### config.mk
export PLATFORM = sky130hd
export DESIGN_NAME = counter_share_arbiter
export DESIGN_NICKNAME = d
export VERILOG_FILES = /design/src/rtl/counter_share_arbiter.sv
export SDC_FILE = /design/constraint.sdc
export NUM_CORES = 1
export LEC_CHECK = 0
export ABC_AREA = 1
export CORE_MARGIN = 4
export CORE_UTILIZATION = 30
export CTS_CLUSTER_DIAMETER = 50
export DETAILED_ROUTE_END_ITERATION = 10
export PLACE_DENSITY_LB_ADDON = 0.2
export SYNTH_ARGS = -nofsm -noshare
export SYNTH_HDL_FRONTEND = slang
export SYNTH_SLANG_ARGS = --single-unit
### constraint.sdc
create_clock -name clk -period 4 [get_ports clk]
set_input_delay 1.2 -clock clk [delete_from_list [all_inputs] [get_ports clk]]
set_output_delay 1.2 -clock clk [all_outputs]
set_load 0.02 [all_outputs]
### src/rtl/counter_share_arbiter.sv
// Round-robin arbiter time-sharing one external CW-bit up-counter among NREQ requesters.
// Optional watchdog abort of stuck runs is built when WATCHDOG_EN is defined.
module counter_share_arbiter #(
  parameter int NREQ = 4,
  parameter int CW   = 5
) (
  input  logic                 clk,
  input  logic                 reset,
  input  logic [NREQ-1:0]      req,
  input  logic [NREQ*CW-1:0]   req_len,
  output logic [NREQ-1:0]      gnt,
  output logic [NREQ-1:0]      done,
  output logic                 busy,
  output logic                 cnt_clr,
  output logic                 cnt_en,
  input  logic [CW-1:0]        cnt_q,
  output logic                 err
);

  localparam int IW = $clog2(NREQ);
  localparam logic [IW:0]   NREQ_W = (IW+1)'(NREQ);
  localparam logic [IW-1:0] LAST   = IW'(NREQ-1);

  typedef enum logic [2:0] {IDLE, CLR, RUN, DONE, ABORT} state_t;

  state_t          state, state_nxt;
  logic [IW-1:0]   rr_ptr, w_r, w_nxt, win;
  logic [IW:0]     scan;
  logic            found;
  logic [CW-1:0]   len_r, sel_len, len_m1;
  logic            held, terminal;

  function automatic logic [NREQ-1:0] onehot(input logic [IW-1:0] idx);
    logic [NREQ-1:0] v;
    v      = '0;
    v[idx] = 1'b1;
    return v;
  endfunction

  // Winner search: first set request starting at rr_ptr, wrapping modulo NREQ
  always_comb begin
    found = 1'b0;
    win   = rr_ptr;
    scan  = '0;
    for (int k = 0; k < NREQ; k++) begin
      scan = {1'b0, rr_ptr} + (IW+1)'(k);
      if (scan >= NREQ_W) scan = scan - NREQ_W;
      if (!found && req[scan[IW-1:0]]) begin
        win   = scan[IW-1:0];
        found = 1'b1;
      end
    end
  end

  always_comb begin
    sel_len = '0;
    for (int i = 0; i < NREQ; i++)
      if (win == IW'(i)) sel_len = req_len[i*CW +: CW];
  end

  assign held     = req[w_r];
  assign len_m1   = len_r - CW'(1);
  assign terminal = (cnt_q == len_m1);

`ifdef WATCHDOG_EN
  localparam logic [CW:0] WD_LIM = {1'b1, {CW{1'b0}}};
  logic [CW:0] wd;
  logic        wd_hit;

  // wd holds the number of RUN cycles already elapsed in the current run
  always_ff @(posedge clk) begin
    if (state != RUN) wd <= '0;
    else              wd <= wd + 1'b1;
  end

  assign wd_hit = (wd == WD_LIM);
`endif

  always_comb begin
    state_nxt = state;
    w_nxt     = w_r;
    cnt_en    = 1'b0;
    case (state)
      IDLE: begin
        if (found) begin
          state_nxt = CLR;
          w_nxt     = win;
        end
      end
      CLR: begin
        if (!held)              state_nxt = IDLE;
        else if (len_r == '0)   state_nxt = DONE;
        else                    state_nxt = RUN;
      end
      RUN: begin
        if (!held)         state_nxt = IDLE;
        else if (terminal) state_nxt = DONE;
        else begin
          cnt_en = 1'b1;
`ifdef WATCHDOG_EN
          if (wd_hit) state_nxt = ABORT;
`endif
        end
      end
      DONE:    state_nxt = IDLE;
      default: state_nxt = IDLE;
    endcase
  end

  // Outputs are registered decodes of the next state so they align with state
  always_ff @(posedge clk or negedge reset) begin
    if (!reset) begin
      state   <= IDLE;
      rr_ptr  <= '0;
      gnt     <= '0;
      done    <= '0;
      busy    <= 1'b0;
      cnt_clr <= 1'b0;
    end else begin
      state   <= state_nxt;
      gnt     <= (state_nxt != IDLE) ? onehot(w_nxt) : '0;
      done    <= (state_nxt == DONE) ? onehot(w_nxt) : '0;
      busy    <= (state_nxt != IDLE);
      cnt_clr <= (state_nxt == CLR);
      if (state != IDLE && state_nxt == IDLE)
        rr_ptr <= (w_r == LAST) ? '0 : w_r + 1'b1;
    end
  end

`ifdef WATCHDOG_EN
  always_ff @(posedge clk or negedge reset) begin
    if (!reset) err <= 1'b0;
    else        err <= (state_nxt == ABORT);
  end
`else
  assign err = 1'b0;
`endif

  always_ff @(posedge clk) begin
    if (state == IDLE && found) begin
      w_r   <= win;
      len_r <= sel_len;
    end
  end

endmodule

Word-level counts from Yosys, hierarchy flattened
Cells that the tools add are included.
{"block": "totals", "ram_bits": 0, "register_bits": 22, "mem_count": 0, "inputBits": 31, "latchBits": 0, "mem_bits_ro": 0}
{"block": "op_classes", "shifts": 0, "mul": 0, "n_addsub": 9, "bitwise": 0, "n_eq_ne": 9, "n_mux": 42, "order_cmp": 11, "n_reduce_logical": 15, "n_div": 0}
{"cell": "$mux W2", "n": 12}
{"cell": "$mux W5", "n": 4}
{"cell": "$lt A2 B3 Y1 const B", "n": 6}
{"cell": "$mux W1", "n": 14}
{"cell": "$bmux W1 S2", "n": 5}
{"cell": "$ge A3 B3 Y1 const B", "n": 3}
{"cell": "$mux W3", "n": 3}
{"cell": "$pmux W3 S3", "n": 1}
{"cell": "$mux W4", "n": 2}
{"cell": "$sub A2 B1 Y2 const B", "n": 4}
{"cell": "$add A2 B2 Y3 const B", "n": 2}
{"cell": "$eq A2 B2 Y1 const B", "n": 3}
{"cell": "$eq A3 B1 Y1 const B", "n": 2}
{"cell": "$eq A3 B2 Y1 const B", "n": 2}
{"cell": "$logic_and A1 B1 Y1", "n": 6}
{"cell": "$logic_not A3 Y1", "n": 2}
{"cell": "$reduce_bool A3 Y1", "n": 2}
{"cell": "$eq A5 B5 Y1", "n": 1}
{"cell": "$logic_not A5 Y1", "n": 1}
{"cell": "$sub A5 B1 Y5 const B", "n": 1}
{"cell": "$add A2 B1 Y3 const B", "n": 1}
{"cell": "$ge A2 B3 Y1 const B", "n": 1}
{"cell": "$logic_not A1 Y1", "n": 3}
{"cell": "$add A2 B1 Y2 const B", "n": 1}
{"cell": "other kinds (4)", "n": 4}

Longest topological paths before layout
Gate-level depths: netlist of the first run.
{"block": "depth", "word_depth": 21, "mapped_depth": 15}

Least setup slack after synthesis of the first run
Ideal clock, no wire load.
{"block": "synth_timing", "kind": "input to output", "start": "in req[2]", "end": "out cnt_en", "t_arrival_ns": 1.957, "cell_stages": 6, "required_time_ns": 2.800, "path_slack_ns": 0.843, "path_cell_list": "inv_1 > o21ai_0 > o21ai_0 > inv_1 > nand2_1 > a21oi_1"}
{"block": "synth_between", "elab_chain_cells": 4}
{"item": "from (decl)", "line_no": "9", "source": "input logic [NREQ-1:0] req,"}
{"item": "$bmux W1 S2", "line_no": "61", "source": "assign held = req[w_r];"}
{"item": "$mux W1 (implied by the code)", "line_no": "61"}
{"item": "$mux W1", "line_no": "96", "source": "if (!held) state_nxt = IDLE;"}
{"item": "$mux W1", "line_no": "83", "source": "case (state)"}
{"item": "to (decl)", "line_no": "15", "source": "output logic cnt_en,"}
No other way between the ends. The select of a mux whose other input is x is not followed.

Final worst setup path of the first run
{"block": "layout_timing", "start": "in req[1]", "end": "out cnt_en"}
Same word-level chain as after synthesis.

==> results of run 1 <==
-- stage by stage --
step           cell area (um^2)  cells  TNS (ns)  setup WS, ns  hold WS (ns)
4_1_cts                    2063    325         0       0.06948        0.6617
3_3_place_gp               2009    321   -0.2058       -0.2058        0.6462
2_1_floorplan              1551    219         0        0.8433        0.5753
3_5_place_dp               2009    321   -0.2158       -0.2158        0.6454
5_1_grt                    2059    325         0       0.09232        0.7091
6_report                   2059    325         0        0.2301        0.6508
-- layer usage --
layer,part of all wire,GRT usage
met3,0.058,0.01806
met1,0.47,0.1371
met2,0.47,0.1703
met5,0,0
met4,0.0094,0.03209
-- synth_stat cells, drive strengths merged --
library cell,n,share of area
nand2,73,0.18
conb,1,0.0024
nor3,2,0.0065
dfrtp,15,0.24
nand3,29,0.094
a21oi,3,0.0097
nor2,20,0.069
xnor2,2,0.011
nand4,20,0.081
ha,2,0.016
or2,1,0.0040
xor2,4,0.023
buf,9,0.038
inv,25,0.061
edfxtp,7,0.14
o21ai,5,0.023
-- cell usage in the layout, fill, tap and decap left out --
cell             netlist  layout
inv_1                 21      21
o21ai_4                1       1
nor2_8                 1       1
clkbuf_2               0       1
xor2_1                 4       4
edfxtp_1               7       7
nand3_1               29      29
nor2_1                17      17
or2_2                  1       1
nand2_1               69      69
xnor2_1                2       2
a21oi_1                3       3
buf_4                  3       3
nor2_4                 2       2
o21ai_0                4       4
nand4_1               20      20
conb_1                 1       2
inv_2                  4       4
nand2_2                4       4
clkbuf_8               0       4
nor3_1                 2       2
ha_1                   2       2
clkdlybuf4s50_1        0      40
dfrtp_1               15      15
-- cell families (layout without fill, tap and decap cells) --
group | Yosys count | in the layout | share of synthesized area
xor gates and xnor gates | 6 | 6 | 0.03395
and+or+nand+nor | 145 | 145 | 0.4373
buffers and inverters | 34 | 73 | 0.09862
AOI/OAI and AO/OA | 8 | 8 | 0.03315
adders and majority gates | 2 | 2 | 0.01617
DFF | 22 | 22 | 0.3783
other | 1 | 2 | 0.002423
-- final timing paths --
kind	startpoint	to	slack, ns	cells past startpoint
setup / recovery	req[1]	cnt_en	0.23	8
hold / removal	state[1]	cnt_clr	0.65	3
setup reg to reg	rr_ptr[0]	len_r[4]	1.44	13
hold reg to reg	state[1]	cnt_clr	0.65	3
max in group asynchronous	reset	done[1]	2.28	1
min in group asynchronous	reset	busy	1.32	1
-- power groups by stage --
| stage | logic (mW) | clock network, mW | registers [mW] |
|---|---|---|---|
| floorplan | 0.777 | 0 | 0.430 |
| global placement | 0.964 | 0 | 0.436 |
| detailed placement | 0.969 | 0 | 0.435 |
| CTS | 0.973 | 0.161 | 0.431 |
| global route | 1.09 | 0.168 | 0.445 |
| finish | 0.963 | 0.155 | 0.429 |
-- area by class of cell --
type                            count  area (um^2)  share of cell area
Multi-Input combinational cell    163        813.3              0.3949
Sequential cell                    22        585.6              0.2843
Timing Repair Buffer               44        427.9              0.2078
Inverter                           25        93.84             0.04556
Tap cell                           67        83.83             0.04070
Clock buffer                        4        55.05             0.02673
-- worst reg2reg max path, stage by stage, from the launching register on --
cell and delay (ns):
dfrtp_1 0.63, inv_2 0.21, nand2_1 0.11, nand2_1 0.08
nand2_1 0.08, nand2_2 0.08, nand3_1 0.09, nand2_1 0.07
inv_1 0.07, nand2_1 0.05, nand2_1 0.27, nand2_1 0.31
nand3_1 0.16, nand4_1 0.10
-- flip-flops by register name, summed over array words and instances (netlist names) --
signal / cells
busy: 1
len_r: 5
w_r: 2
rr_ptr: 2
cnt_clr: 1
gnt: 4
done: 4
state: 3
-- what timing repair did --
item	4_1_cts	5_1_grt
gates cloned	0	0
setup endpoints to repair	1	1
gates resized for setup	1	2
==> metrics.md, run 1 <==
| Metric | Value |
|---|---|
| Worst hold path class | `flop to flop` |
| Number of H-tree levels | `1` |
| Post-route DRC | `0` |
| Iteration-0 DRC count of the detailed router | `53` |
| CTS Buf Count | `3` |
| Gate count of the mapped netlist | `218` |
| GP Congestion | `0.8307` |
| Post-synthesis average cell area | `7.100 um^2` |
| Internal power summed over all cells | `0.7876 mW` |
| Total iterations of the first detailed-routing run | `4` |
| Detail Route Antenna Nets | `0` |
| # Post-CTS Setup Buffers | `0` |
| Final Skew | `0.002145 ns` |
| Flip-flop and latch count after synthesis | `22` |
| First-pass GRT wire length | `5.402 mm` |
| Leftover overflow at the end of global routing | `0` |
| Slew Limit Fails | `0` |
| Clock period minus final worst setup slack | `3.770 ns` |
| Floorplan row count | `25` |
| Total Die Area | `6372 um^2` |
| Number of nets in the layout | `292` |
| Total inserted antenna cells | `0` |
| Die extent in x | `79.83 um` |
| Cell at the root of the clock tree | `clkbuf_8` |
| Clock power share | `0.100` |
| All-Layer GR Usage | `0.1033` |
| Switching power total | `0.7594 mW` |
| Startpoint kind of the worst setup timing path | `primary input` |
| Number of global-route vias before repair | `1319` |
| Detailed-route wire length | `3.303 mm` |
| Sinks on Clock Net | `22` |
| Post-synthesis sequential area ratio | `0.3783` |
| Count of different cell masters after synthesis | `23` |
| Average wire per standard cell | `10.16 um` |
| Final Cycle Share | `0.9425` |
| CP Buf/Inv Count | `4` |
| Initial cell density of the core | `0.3192` |
| Power density of the placed cells | `751.1 nW/um^2` |
| Slowest cell on the critical path | `clkdlybuf4s50_1` |
| CTS Hold Buffers Added | `0` |
| Critical path endpoint category | `output port` |
| Data arrival time of the worst path | `2.57 ns` |
| Insertion delay of the later-clocked pin in the worst-skew pair | `0.26 ns` |
| # IOs | `43` |
| Vertical extent of the die | `79.83 um` |
| Pin count of the biggest net entering global routing | `16` |
| Fillers | `507` |
| Initial antenna violation count | `0` |
| Final setup viols | `0` |
| Core footprint | `4848 um^2` |
| Achievable frequency | `265.3 MHz` |
| Critical-path cell list | `clkdlybuf4s50_1 -> inv_1 -> a21oi_1 -> o21ai_0 -> inv_1 -> nand2_1 -> a21oi_1 -> clkbuf_2` |
| Total power | `1.547 mW` |
| Clock tree from TritonCTS | `yes` |
| Half-perimeter wire length after detailed placement | `2.742 mm` |
| PortBufs | `41` |
| Synthesized area | `1548 um^2` |
| P&R area growth vs syn | `33.06%` |
| Result of the run | `completed` |
| Data required time of the critical path | `2.80 ns` |
| Share of the core filled with cells | `0.4248` |
| Sequential power share | `0.277` |
| Number of warning messages in the yosys log | `0` |
| Critical path start-end classification | `primary input to output port` |
| Peak supply drop | `0.2917 mV` |
| Via Count | `1474` |
| Combinational share of power | `0.622` |
| Number of vias per cell | `4.535` |
| Endpoints failing hold | `0` |
| # Max-Cap Violations | `0` |
| Clock transition time at the flip-flop clock pins of the worst setup and hold paths | `0.08 ns` |
| Slew margin rel. | `0.5892` |
| Setup repair after global routing missed its margin | `false` |
| Switching part of the total | `0.4909` |
| Largest fanout of any net on the critical path | `5` |
| Crit-path max cell delay | `0.50 ns` |
| Family of cells with the greatest summed delay on the critical path | `buffers and inverters` |
| Longest Clk Path Bufs | `2` |
| Tightest Pin Transition | `0.6142 ns` |
| Share of layout cells above drive strength 1 | `0.08140` |
| Leakage power | `0.9929 nW` |
No activity file was read; power rests on OpenSTA's default activity.
==> run 2, diff against run 1 <==
- CORE_MARGIN: 4 -> unset
- HOLD_SLACK_MARGIN: unset -> 0.02
- MAX_ROUTING_LAYER: unset -> met4
==> run 2 against run 1 <==
  * Clock-buffer cell count is the same
  * Setup slack worse by 0.0021 ns
  * Sequential share of layout area grew 0.14 points
  * Global-route usage is 3.7 points higher
  * Critical path depth unchanged
  * Combinational power increased by 0.8%
  * Wire length decreased by 3.3%
  * Hold slack better by 0.0077 ns
  * Largest cell class unchanged
==> metrics.md, run 2 (same netlist as run 1, synthesis figures left out) <==
| Metric | Value |
|---|---|
| First-pass GRT wire length | `5.747 mm (+6.4%)` |
| Number of global-route vias before repair | `1347 (+2.1%)` |
| Result of the run | `completed` |
| Sequential power share | `0.279 (+0.002)` |
| Vertical extent of the die | `73.83 um (-7.5%)` |
| Total Die Area | `5450 um^2 (-14%)` |
| Half-perimeter wire length after detailed placement | `2.611 mm (-4.8%)` |
| Floorplan row count | `25 (unchanged)` |
| CTS Buf Count | `3 (unchanged)` |
| Commonest non-fill, non-tap cell in the layout | `nand2_1` |
| Slew margin rel. | `0.5870 (-0.002192)` |
| Number of vias per cell | `4.569 (+0.75%)` |
| Internal power summed over all cells | `0.7711 mW (-2.1%)` |
| Power density of the placed cells | `750.2 nW/um^2 (-0.13%)` |
| Largest Register | `len_r` |
| Data required time of the critical path | `2.80 ns (about the same)` |
| Clock tree from TritonCTS | `yes` |
| Setup repair after global routing missed its margin | `false` |
| Leftover overflow at the end of global routing | `0 (unchanged)` |
| Iteration-0 DRC count of the detailed router | `66 (+25%)` |
| Fillers | `518 (+2.2%)` |
| CP Buf/Inv Count | `4 (unchanged)` |
| Switching part of the total | `0.4985 (+0.007574)` |
| Combinational share of power | `0.631 (+0.009)` |
| Tightest Pin Transition | `0.6175 ns (+0.003277 ns)` |
| All-Layer GR Usage | `0.1398 (+0.03653)` |
| Switching power total | `0.7663 mW (+0.92%)` |
| Insertion delay of the later-clocked pin in the worst-skew pair | `0.26 ns (about the same)` |
| GP Congestion | `0.7683 (-7.5%)` |
| Die extent in x | `73.83 um (-7.5%)` |
| Share of layout cells above drive strength 1 | `0.07752 (-0.003876)` |
| Cell at the root of the clock tree | `clkbuf_8` |
| Critical path start-end classification | `primary input to output port` |
| Via Count | `1485 (+0.75%)` |
| Longest Clk Path Bufs | `2 (unchanged)` |
| Crit-path max cell delay | `0.50 ns (about the same)` |
| # IOs | `43 (unchanged)` |
| Family of cells with the greatest summed delay on the critical path | `buffers and inverters` |
| Critical-path cell list | `clkdlybuf4s50_1 -> inv_1 -> a21oi_1 -> o21ai_0 -> inv_1 -> nand2_1 -> a21oi_1 -> clkbuf_2` |
| Final Cycle Share | `0.9430 (about the same)` |
| Final Skew | `0.006568 ns (+0.004423 ns)` |
| Total inserted antenna cells | `0 (unchanged)` |
| PortBufs | `41 (unchanged)` |
| Detail Route Antenna Nets | `0 (unchanged)` |
| Pin count of the biggest net entering global routing | `16 (unchanged)` |
| Slew Limit Fails | `0 (unchanged)` |
| Flip-flop count of the largest register after layout | `5 (unchanged)` |
| # Max-Cap Violations | `0 (unchanged)` |
| Flop-to-flop setup slack | `1.42 ns (-0.02 ns)` |
| Critical path endpoint category | `output port` |
| Clock power share | `0.089 (-0.011)` |
| Clock transition time at the flip-flop clock pins of the worst setup and hold paths | `0.07 ns (about the same)` |
| Clock period minus final worst setup slack | `3.772 ns (+0.002120 ns)` |
| Total iterations of the first detailed-routing run | `4 (unchanged)` |
| Core footprint | `4848 um^2 (unchanged)` |
| Most frequent cells in the layout | `nand2_1, clkdlybuf4s50_1, nand3_1` |
| Worst Hold Margin | `0.6585 ns (+0.007672 ns)` |
| Initial antenna violation count | `0 (unchanged)` |
| Slowest cell on the critical path | `clkdlybuf4s50_1` |
| P&R area growth vs syn | `32.42%` |
| Final setup viols | `0 (unchanged)` |
| Number of nets in the layout | `292 (unchanged)` |
| Sinks on Clock Net | `22 (unchanged)` |
| Largest regs | `len_r (5), done (4), gnt (4)` |
| Post-route DRC | `0 (unchanged)` |
| Average wire per standard cell | `9.825 um (-3.3%)` |
| Worst hold path class | `flop to flop` |
| Data arrival time of the worst path | `2.57 ns (about the same)` |
| Largest fanout of any net on the critical path | `5 (unchanged)` |
| Startpoint kind of the worst setup timing path | `primary input` |
| Number of H-tree levels | `1 (unchanged)` |
| Achievable frequency | `265.1 MHz (about the same)` |
| Detailed-route wire length | `3.193 mm (-3.3%)` |
| Peak supply drop | `0.2851 mV (-2.3%)` |
| Initial cell density of the core | `0.3192 (unchanged)` |
| Endpoints failing hold | `0 (unchanged)` |
| Leakage power | `0.9869 nW (-0.61%)` |
| Aggregate negative setup slack | `0 ns (unchanged)` |
-- run 2: path summary, 6_finish.rpt --
path / start / endpoint / depth (start not counted)
min reg2reg: state[1] / cnt_clr / 3
min in group asynchronous: reset / done[0] / 1
max in group asynchronous: reset / state[0] / 1
min: state[1] / cnt_clr / 3
max reg2reg: rr_ptr[0] / len_r[4] / 13
max: req[1] / cnt_en / 8
-- run 2: metal layers --
metal  wire length (um)  GRT usage
met1               1543     0.1758
met2               1462     0.2243
met3                141    0.02058
met4                 46    0.05769
met5                  0          -
-- run 2: repair_timing --
action                                  4_1_cts  5_1_grt
setup buffers                                 0        0
endpoints found under the setup margin        1        1
hold buffers                                  0        0
gates resized for setup                       1        2
-- run 2: power by group through the flow --
stage	logic (mW)	clock network (mW)	registers, mW
3_3_place_gp	0.962	0	0.435
4_1_cts	0.974	0.143	0.431
6_report	0.971	0.137	0.430
3_5_place_dp	0.974	0	0.435
2_1_floorplan	0.777	0	0.430
5_1_grt	1.12	0.151	0.446
-- run 2: worst reg2reg max path, stage by stage (launching register included) --
cell and delay [ns]:
dfrtp_1 0.63, inv_2 0.21, nand2_1 0.10, nand2_1 0.09, nand2_1 0.09, nand2_2 0.08
nand3_1 0.09, nand2_1 0.07, inv_1 0.06, nand2_1 0.05, nand2_1 0.27, nand2_1 0.33
nand3_1 0.15, nand4_1 0.11
-- run 2: layout make-up --
class / instances / area, um^2 / share of cell area
clock buffer: 4 / 45.04 / 0.02198
inverter: 25 / 93.84 / 0.04579
multi-input combinational: 163 / 813.3 / 0.3968
sequential: 22 / 585.6 / 0.2857
tap: 67 / 83.83 / 0.04090
timing repair buffer: 44 / 427.9 / 0.2088
-- run 2: through the flow --
stage	power [mW]	cells	setup slack, ns	instance area, um^2	util
global placement	1.397	321	-0.2039	2009	0.4145
finish	1.537	325	0.2280	2049	0.4227
detailed placement	1.409	321	-0.2124	2009	0.4145
floorplan	1.207	219	0.8433	1551	-
CTS	1.547	325	0.07093	2053	0.4235
global route	1.719	325	0.05541	2049	0.4227
